--- src/rtl/adc_lvds_tx.sv ---
// adc_lvds_tx: loopback / bring-up transmitter for a two-lane LVDS ADC link.
// Each CE cycle one 16-bit sample is chosen from a small input FIFO or an
// internal pattern source. It is split into two 8-bit lane words and sent out
// with the FCO frame word. A programmable bit-slip delays all three lanes.
//
// Ports
//   CLKDIV        divided link clock (sole clock)
//   RST           synchronous active-high reset
//   CE            transmit enable; low freezes the transmit pipeline
//   mode          0 FIFO, 1 ramp, 2 PATTERN, 3 PATTERN/~PATTERN alternating
//   sample_i      sample data, written when sample_valid && sample_ready
//   sample_valid  sample_i valid
//   sample_ready  FIFO not full
//   slip_amt      injected bit delay 0..7
//   slip_load     latch slip_amt
//   d0_o, d1_o    lane words, bit 7 serialized first
//   fco_o         frame word
//   underrun      output word came from an empty FIFO in mode 0

module adc_lvds_tx #(
    parameter int          RES        = 16,
    parameter int          FIFO_DEPTH = 4,
    parameter logic [15:0] PATTERN    = 16'hA55A,
    parameter logic [7:0]  FCO_WORD   = 8'hF0
) (
    input  logic        CLKDIV,
    input  logic        RST,
    input  logic        CE,
    input  logic [1:0]  mode,
    input  logic [15:0] sample_i,
    input  logic        sample_valid,
    output logic        sample_ready,
    input  logic [2:0]  slip_amt,
    input  logic        slip_load,
    output logic [7:0]  d0_o,
    output logic [7:0]  d1_o,
    output logic [7:0]  fco_o,
    output logic        underrun
);

    localparam int          AW        = $clog2(FIFO_DEPTH);
    localparam logic [AW:0] DEPTH_C   = (AW + 1)'(FIFO_DEPTH);
    localparam logic [15:0] RES_MASK  = (RES == 14) ? 16'hFFFC : 16'hFFFF;
    localparam logic [15:0] RAMP_STEP = (RES == 14) ? 16'd4 : 16'd1;

    // ---------------- input FIFO ----------------
    logic [15:0]   r_mem [FIFO_DEPTH];
    logic [AW-1:0] r_wr_ptr;
    logic [AW-1:0] r_rd_ptr;
    logic [AW:0]   r_count;
    logic          w_full;
    logic          w_empty;
    logic          w_push;
    logic          w_pop;

    assign w_full       = (r_count == DEPTH_C);
    assign w_empty      = (r_count == '0);
    assign sample_ready = !w_full;
    // Pop decision uses the pre-push count, so a word pushed into an empty
    // FIFO is only readable on the following cycle.
    assign w_push       = sample_valid && !w_full;
    assign w_pop        = CE && (mode == 2'd0) && !w_empty;

    always_ff @(posedge CLKDIV) begin
        if (w_push) begin
            r_mem[r_wr_ptr] <= sample_i;
        end
    end

    always_ff @(posedge CLKDIV) begin
        if (RST) begin
            r_wr_ptr <= '0;
            r_rd_ptr <= '0;
            r_count  <= '0;
        end else begin
            if (w_push) r_wr_ptr <= r_wr_ptr + 1'b1;
            if (w_pop)  r_rd_ptr <= r_rd_ptr + 1'b1;
            r_count <= r_count + (AW + 1)'(w_push) - (AW + 1)'(w_pop);
        end
    end

    // ---------------- source select and lane split ----------------
    logic [15:0] r_ramp;
    logic        r_alt;
    logic [15:0] w_src;
    logic [15:0] w_src_m;
    logic        w_und;
    logic [7:0]  w_lane0;
    logic [7:0]  w_lane1;

    always_comb begin
        w_src = '0;
        w_und = 1'b0;
        case (mode)
            2'd0: begin
                if (w_empty) w_und = 1'b1;
                else         w_src = r_mem[r_rd_ptr];
            end
            2'd1:    w_src = r_ramp;
            2'd2:    w_src = PATTERN;
            default: w_src = r_alt ? ~PATTERN : PATTERN;
        endcase
    end

    assign w_src_m = w_src & RES_MASK;

    always_comb begin
        w_lane0 = '0;
        w_lane1 = '0;
        for (int i = 0; i < 8; i++) begin
            w_lane1[i] = w_src_m[15 - 2*i];
            w_lane0[i] = w_src_m[14 - 2*i];
        end
    end

    // ---------------- two-stage pipeline with bit-slip ----------------
    logic [7:0]  r_c0, r_c1, r_cf;
    logic [7:0]  r_p0, r_p1, r_pf;
    logic        r_und1;
    logic [2:0]  r_k;
    logic [7:0]  r_d0, r_d1, r_fco;
    logic        r_und;
    logic [15:0] w_cat0, w_cat1, w_catf;

    // The low byte of {prev, cur} >> k is the serial stream delayed by k bits.
    assign w_cat0 = {r_p0, r_c0} >> r_k;
    assign w_cat1 = {r_p1, r_c1} >> r_k;
    assign w_catf = {r_pf, r_cf} >> r_k;

    always_ff @(posedge CLKDIV) begin
        if (RST) begin
            r_ramp <= '0;
            r_alt  <= 1'b0;
            r_k    <= '0;
            r_c0   <= '0;
            r_c1   <= '0;
            r_cf   <= '0;
            r_p0   <= '0;
            r_p1   <= '0;
            r_pf   <= '0;
            r_und1 <= 1'b0;
            r_d0   <= '0;
            r_d1   <= '0;
            r_fco  <= '0;
            r_und  <= 1'b0;
        end else begin
            if (slip_load) r_k <= slip_amt;
            if (CE) begin
                // Ramp and alternate phase run on every CE cycle, whatever
                // the mode, so they act as free-running stream references.
                r_ramp <= r_ramp + RAMP_STEP;
                r_alt  <= ~r_alt;
                r_p0   <= r_c0;
                r_p1   <= r_c1;
                r_pf   <= r_cf;
                r_c0   <= w_lane0;
                r_c1   <= w_lane1;
                r_cf   <= FCO_WORD;
                r_und1 <= w_und;
                r_d0   <= w_cat0[7:0];
                r_d1   <= w_cat1[7:0];
                r_fco  <= w_catf[7:0];
                r_und  <= r_und1;
            end
        end
    end

    assign d0_o     = r_d0;
    assign d1_o     = r_d1;
    assign fco_o    = r_fco;
    assign underrun = r_und;

endmodule

--- config.mk ---
export PLATFORM = sky130hd
export DESIGN_NAME = adc_lvds_tx
export DESIGN_NICKNAME = d
export VERILOG_FILES = /design/src/rtl/adc_lvds_tx.sv
export SDC_FILE = /design/constraint.sdc
export NUM_CORES = 1
export LEC_CHECK = 0
export ABC_AREA = 1
export CAP_MARGIN = 0
export CORE_MARGIN = 8
export CORE_UTILIZATION = 53
export CTS_BUF_LIST = sky130_fd_sc_hd__clkbuf_16
export DETAILED_ROUTE_END_ITERATION = 7
export DONT_BUFFER_PORTS = 1
export GPL_ROUTABILITY_DRIVEN = 1
export PLACE_DENSITY = 0.66
export SYNTH_ARGS = -nofsm -noshare
export SYNTH_HDL_FRONTEND = slang
export SYNTH_SLANG_ARGS = --single-unit
--- constraint.sdc ---
create_clock -name CLKDIV -period 2 [get_ports CLKDIV]
set_input_delay 0.1 -clock CLKDIV [delete_from_list [all_inputs] [get_ports CLKDIV]]
set_output_delay 0.1 -clock CLKDIV [all_outputs]
set_load 0.05 [all_outputs]
After elaboration in Yosys (flattened, before gate mapping)
Memories as Yosys holds them, arrays and structs flattened. A register that Yosys moved wholly into a read port is not among the register bits.
Index checks and enable logic that the tools add are counted.
{ "classes": {"n_bitwise": 1, "add_sub_neg": 5, "muxes": 9, "n_eq_ne": 3, "reduce_logical": 7, "n_shift": 3} }
{ "ops": {"columns": ["op", "count"], "rows": [
  ["$pmux W16 S3", 1],
  ["$shr A16 B3 Y8", 3],
  ["$mux W16", 2],
  ["$add A16 B1 Y16 const B", 1],
  ["$add A2 B1 Y2 const B", 2],
  ["$mux W1", 4],
  ["$mux W2", 2],
  ["$add A3 B1 Y3", 1],
  ["$eq A3 B3 Y1 const B", 1],
  ["$logic_and A1 B1 Y1", 3],
  ["$logic_not A3 Y1", 1],
  ["$sub A3 B1 Y3", 1],
  ["$eq A2 B1 Y1 const B", 1],
  ["$eq A2 B2 Y1 const B", 1],
  ["$logic_not A1 Y1", 2],
  ["$logic_not A2 Y1", 1],
  ["$not A1 Y1", 1]
]} }
{ "totals": {"inputBits": 26, "register_bits": 87, "out_inout_bits": 26, "mem_bits_rw": 64, "mem_count": 1} }
{ "mem_list": {"columns": ["name", "words", "width", "read_ports", "rd_ports_with_merged_regs", "wr", "line", "rtl"], "rows": [
  ["r_mem", 4, 16, 1, 1, 1, "47", "logic [15:0] r_mem [FIFO_DEPTH];"]
]} }

Logic depth before layout (Yosys ltp)
{ "depth": {"ltp_word": 5, "ltp_mapped": 10} }

Worst setup path before layout
Ideal clock, no wire load.
{ "synth_timing": {"path_kind": "reg2reg", "start": "register r_count[1]", "end": "register r_count[2]", "required_ns": 1.883, "period_less_slack_ns": 2.328, "path_stages_with_launch": 10, "arrival_ns": 2.211, "slack_ns": -0.328, "path_cell_list": "dfxtp_1 inv_2 nand3_1 nand2_1 ha_1 inv_1 ha_1 fa_1 xnor2_1 nor2_1"} }
{ "synth_between": {"elab_chain_cells": 5} }
{ "synth_lines": {"columns": ["element", "line", "rtl"], "rows": [
  ["start, declared", "50", "logic [AW:0] r_count;"],
  ["start signal, assigned", "78", "r_count <= r_count + (AW + 1)'(w_push) - (AW + 1)'(w_pop);"],
  ["$eq A3 B3 Y1", "56", "assign w_full = (r_count == DEPTH_C);"],
  ["$logic_not A1 Y1", null, null],
  ["named net sample_ready", "32", "output logic sample_ready,"],
  ["$logic_and A1 B1 Y1", "61", "assign w_push = sample_valid && !w_full;"],
  ["$add A3 B1 Y3", "78", null],
  ["$sub A3 B1 Y3", "78", null]
]} }
The timed path passes the listed nets, and every way through them passes these cells.
A chain may end at the register's enable or synchronous reset.

Worst setup path after layout
{ "layout_timing": {"start": "register r_count[0]", "end": "register r_count[2]"} }
{ "layout_rtl": {"columns": ["element", "line", "rtl"], "rows": [
  ["$logic_not A3 Y1", "57", "assign w_empty = (r_count == '0);"],
  ["$logic_not A1 Y1", "62", "assign w_pop = CE && (mode == 2'd0) && !w_empty;"],
  ["$logic_and A1 B1 Y1", "62", null],
  ["named net w_pop", "54", "logic w_pop;"],
  ["$sub A3 B1 Y3", "78", null]
]} }
The timed path passes the listed nets, and every way through them passes these cells.

==> metrics.md <==
| Metric | Value |
|---|---|
| Run status | `complete, no violations` |
| Cell area after synthesis | `between 6000 and 7000 sq um` |
| Detail Placement HPWL | `10,400 um` |
| Fin Setup TNS | `0 ns` |
| Routability Congestion | `~0.8` |
| Max Cap Violations | `0` |
| Die width | `between 100 and 150 um` |
| Final min period | `between 1.5 and 2 ns` |
| CTS tree | `done` |
| Clock power frac | `a little under two fifths` |
| EDFF count, synth | `between 60 and 70` |
| Worst-case reg-to-reg path depth | `10` |
| Final period util | `between 90% and 100%` |
| First drt pass iteration count | `5` |
| #FFs+latches synth | `roughly 150` |
| N_diodes | `0` |
| Clock sinks | `~150` |
| Post-synth net total | `892` |
| Final Skew | `about 0.0055 ns` |
| RSZ-0062 raised after global routing | `no` |
| Placed cell count | `between 1,000 and 1,500` |
| Startpoint Class | `flop` |
| Worst-path clk slew | `approximately 0.060 ns` |
| Vias in the first global route | `between 5,000 and 6,000` |
| VDD IR-drop max | `around 0.75 mV` |
| Worst Setup End Kind | `flop` |
| Worst Path Required | `approximately 2.3 ns` |
| Switching share of power | `30.2%` |
| Full die area | `around 17,000 sq um` |
| Sw power | `about 2.5 mW` |
| Max-slew violation count | `0` |
| Setup CP Type | `reg -> reg` |
| Via density per instance | `between 5 and 6` |
| DRC Markers | `0` |
| Hold WC Path Type | `in -> reg` |
| Critical-path maximum fanout | `5` |
| Hold Vio Cnt, Final | `0` |
| Seq/Total Area, Yosys | `a little over half` |
| H-tree depth | `4` |
| Initial Utilization | `a little over half` |
| Clk root buf | `clkbuf_16` |
| Via count | `between 5,000 and 6,000` |
| Layout cells sized above 1 | `between 8 and 9%` |
| IO Pins | `between 50 and 60` |
| Fraction of registers with async set/reset | `0%` |
| Final #Nets | `between 900 and 1,000` |
| Final WL | `16,200 um` |
| Mean post-synth cell area | `between 8 and 9 sq um` |
| Min-Delay Path Depth | `3` |
| Initial antenna violation count | `0` |
| F_max | `between 500 and 600 MHz` |
| FILL cells | `approximately 1,100` |
| Wire per inst | `15.1 um` |
| Core area | `13,000 sq um` |
| Clk Latency, worst-skew pair | `roughly 0.42 ns` |
| Final Setup Violations | `0` |
| Leakage | `3.38 nW` |
| Rows | `42` |
| Detail Route Antenna Nets | `0` |
| Area after DPL | `about 7100 sq um` |
| Hold slack | `0.0165 ns` |
| PwrDens | `about 1000 nW/um^2` |
| Number of buffers created by CTS | `17` |
| Die Ht | `~130 um` |
| Synth warn | `0` |
| Overall power | `between 8 and 9 mW` |
| GRT Resource Usage Total | `20.0%` |
| Synth Instances | `858` |
| Post-synthesis cell type count | `35` |
| Finished Layout Cells | `about 1,100` |
| First-pass GRT wire length | `between 20,000 and 30,000 um` |
| Fin area | `~8000 sq um` |
| Gate power share | `roughly 16%` |
| IO buf count | `0` |
| Crit path DAT | `roughly 2.2 ns` |
| Clock Tree Buf Depth | `2` |
| Largest net degree at the start of global routing | `71` |
| Top_reg_cell synth | `dfxtp_1` |
| Least-Margin Pin Slew | `0.657 ns` |
| Syn-to-layout area delta | `15.2%` |
| Initial DRC Count | `about 450` |
| Remaining Overflow, GRT | `0` |
| Slew margin rel. | `between 50 and 60%` |
| Pint | `about 5.7 mW` |
| Seq pwr share | `45.8%` |
==> worst paths after layout <==
kind	from	endpoint	slack, ns
max	r_count[0]	r_count[2]	0.08
min	CE	fco_o[7]	0.02
max reg2reg	r_count[0]	r_count[2]	0.08
min reg2reg	r_rd_ptr[1]	r_rd_ptr[1]	0.47
==> logic make-up after synthesis <==
| kind of cell | count (synthesis) | share of synthesized area, % |
|---|---|---|
| simple gates | 399 | 25.2 |
| compound gates | 159 | 12.0 |
| flops | 151 | 52.5 |
| buf+inv | 139 | 8.60 |
| fa+ha+maj | 8 | 1.54 |
| xor+xnor | 2 | 0.251 |
==> timing repair <==
item	4_1_cts	5_1_grt
endpoints found under the hold margin	135	0
hold buffers	30	0
buffers inserted	0	5
endpoints found under the setup margin	0	2
resized for setup	0	2
==> placed cells by master, fill, tap and decap left out, types with 2 or more instances in the layout <==
master and count:
nand2_1 183, nor2_1 99, dfxtp_1 87, inv_1 83, nand3_1 81, o21ai_0 65, edfxtp_1 64, a21oi_1 62
dlygate4sd3_1 28, buf_4 21, clkbuf_16 17, o21ai_1 13, nand4_1 11, o22ai_1 10, or2_1 9, inv_2 7
ha_1 7, inv_6 5, nor2_4 4, o21ai_2 3, o211ai_1 3, nor3_1 3, clkinvlp_4 3, inv_8 3
xnor2_1 2, or2_2 2, buf_12 2
==> state kept, by name, summed over array words and instances, names as in the netlist, 7 cells and up, named ones only <==
register,count
fco_o,8
r_p1,7
d0_o,8
r_ramp,16
d1_o,8
r_c0,8
r_p0,7
r_c1,8
r_mem,64
==> final cells by class <==
type / count / area, sq um / share of cell area [%]
flip-flops and latches: 151 / 3660 / 45.5
clock buffers: 17 / 425 / 5.29
repair buffers: 53 / 517 / 6.42
multi-input cells: 568 / 2730 / 34.0
well taps: 176 / 220 / 2.74
inverters: 90 / 342 / 4.25
clock inverters: 15 / 144 / 1.79
==> worst max-delay path, cell delays in order, from the launching register on <==
cell and delay (ns):
dfxtp_1 0.32, inv_1 0.15, nand3b_4 0.10, inv_2 0.11, nor2_4 0.05, ha_1 0.27, inv_1 0.04, ha_1 0.18
fa_1 0.37, xnor2_1 0.17, nor2_1 0.05
==> synth_stat cells (5+ instances only) <==
cell,instances,area [sq um]
a21oi_1,62,310
buf_2,24,120
buf_4,5,37.5
clkbuf_1,13,48.8
dfxtp_1,87,1740
edfxtp_1,64,1920
ha_1,7,87.6
inv_1,83,312
inv_2,7,26.3
nand2_1,183,687
nand3_1,82,410
nand4_1,11,68.8
nor2_1,99,372
o21ai_0,65,325
o21ai_1,13,65.1
o22ai_1,10,62.6
or2_1,9,56.3
==> power by group through the flow <==
stage                     clock network (mW)  logic [mW]  registers, mW
after floorplan                            0       0.954           3.79
after CTS                               3.14        1.32           3.77
after detailed placement                   0        1.21           3.83
after global placement                     0        1.18           3.82
final                                   3.11        1.34           3.77
after global routing                    3.28        1.50           3.80
==> through the flow <==
stage	util, %	worst slack, ns
2_1_floorplan	-	0.0358
3_3_place_gp	54.5	0.158
3_5_place_dp	54.5	0.0792
4_1_cts	61.4	0.0653
5_1_grt	61.7	0.0234
6_report	61.7	0.0768
==> per-layer routing <==
metal | up-vias | share of wire (%) | track usage [%] | routed length [um]
met1 | 2658 | 41 | 22.9 | 6710
met3 | 22 | 4.8 | 4.46 | 784
met5 | - | 0 | 0 | 0
li1 | 2870 | - | - | -
met2 | 149 | 52 | 35.3 | 8410
met4 | 0 | 1.7 | 8.58 | 274
Note: power is estimated with default switching activity, not from simulation.
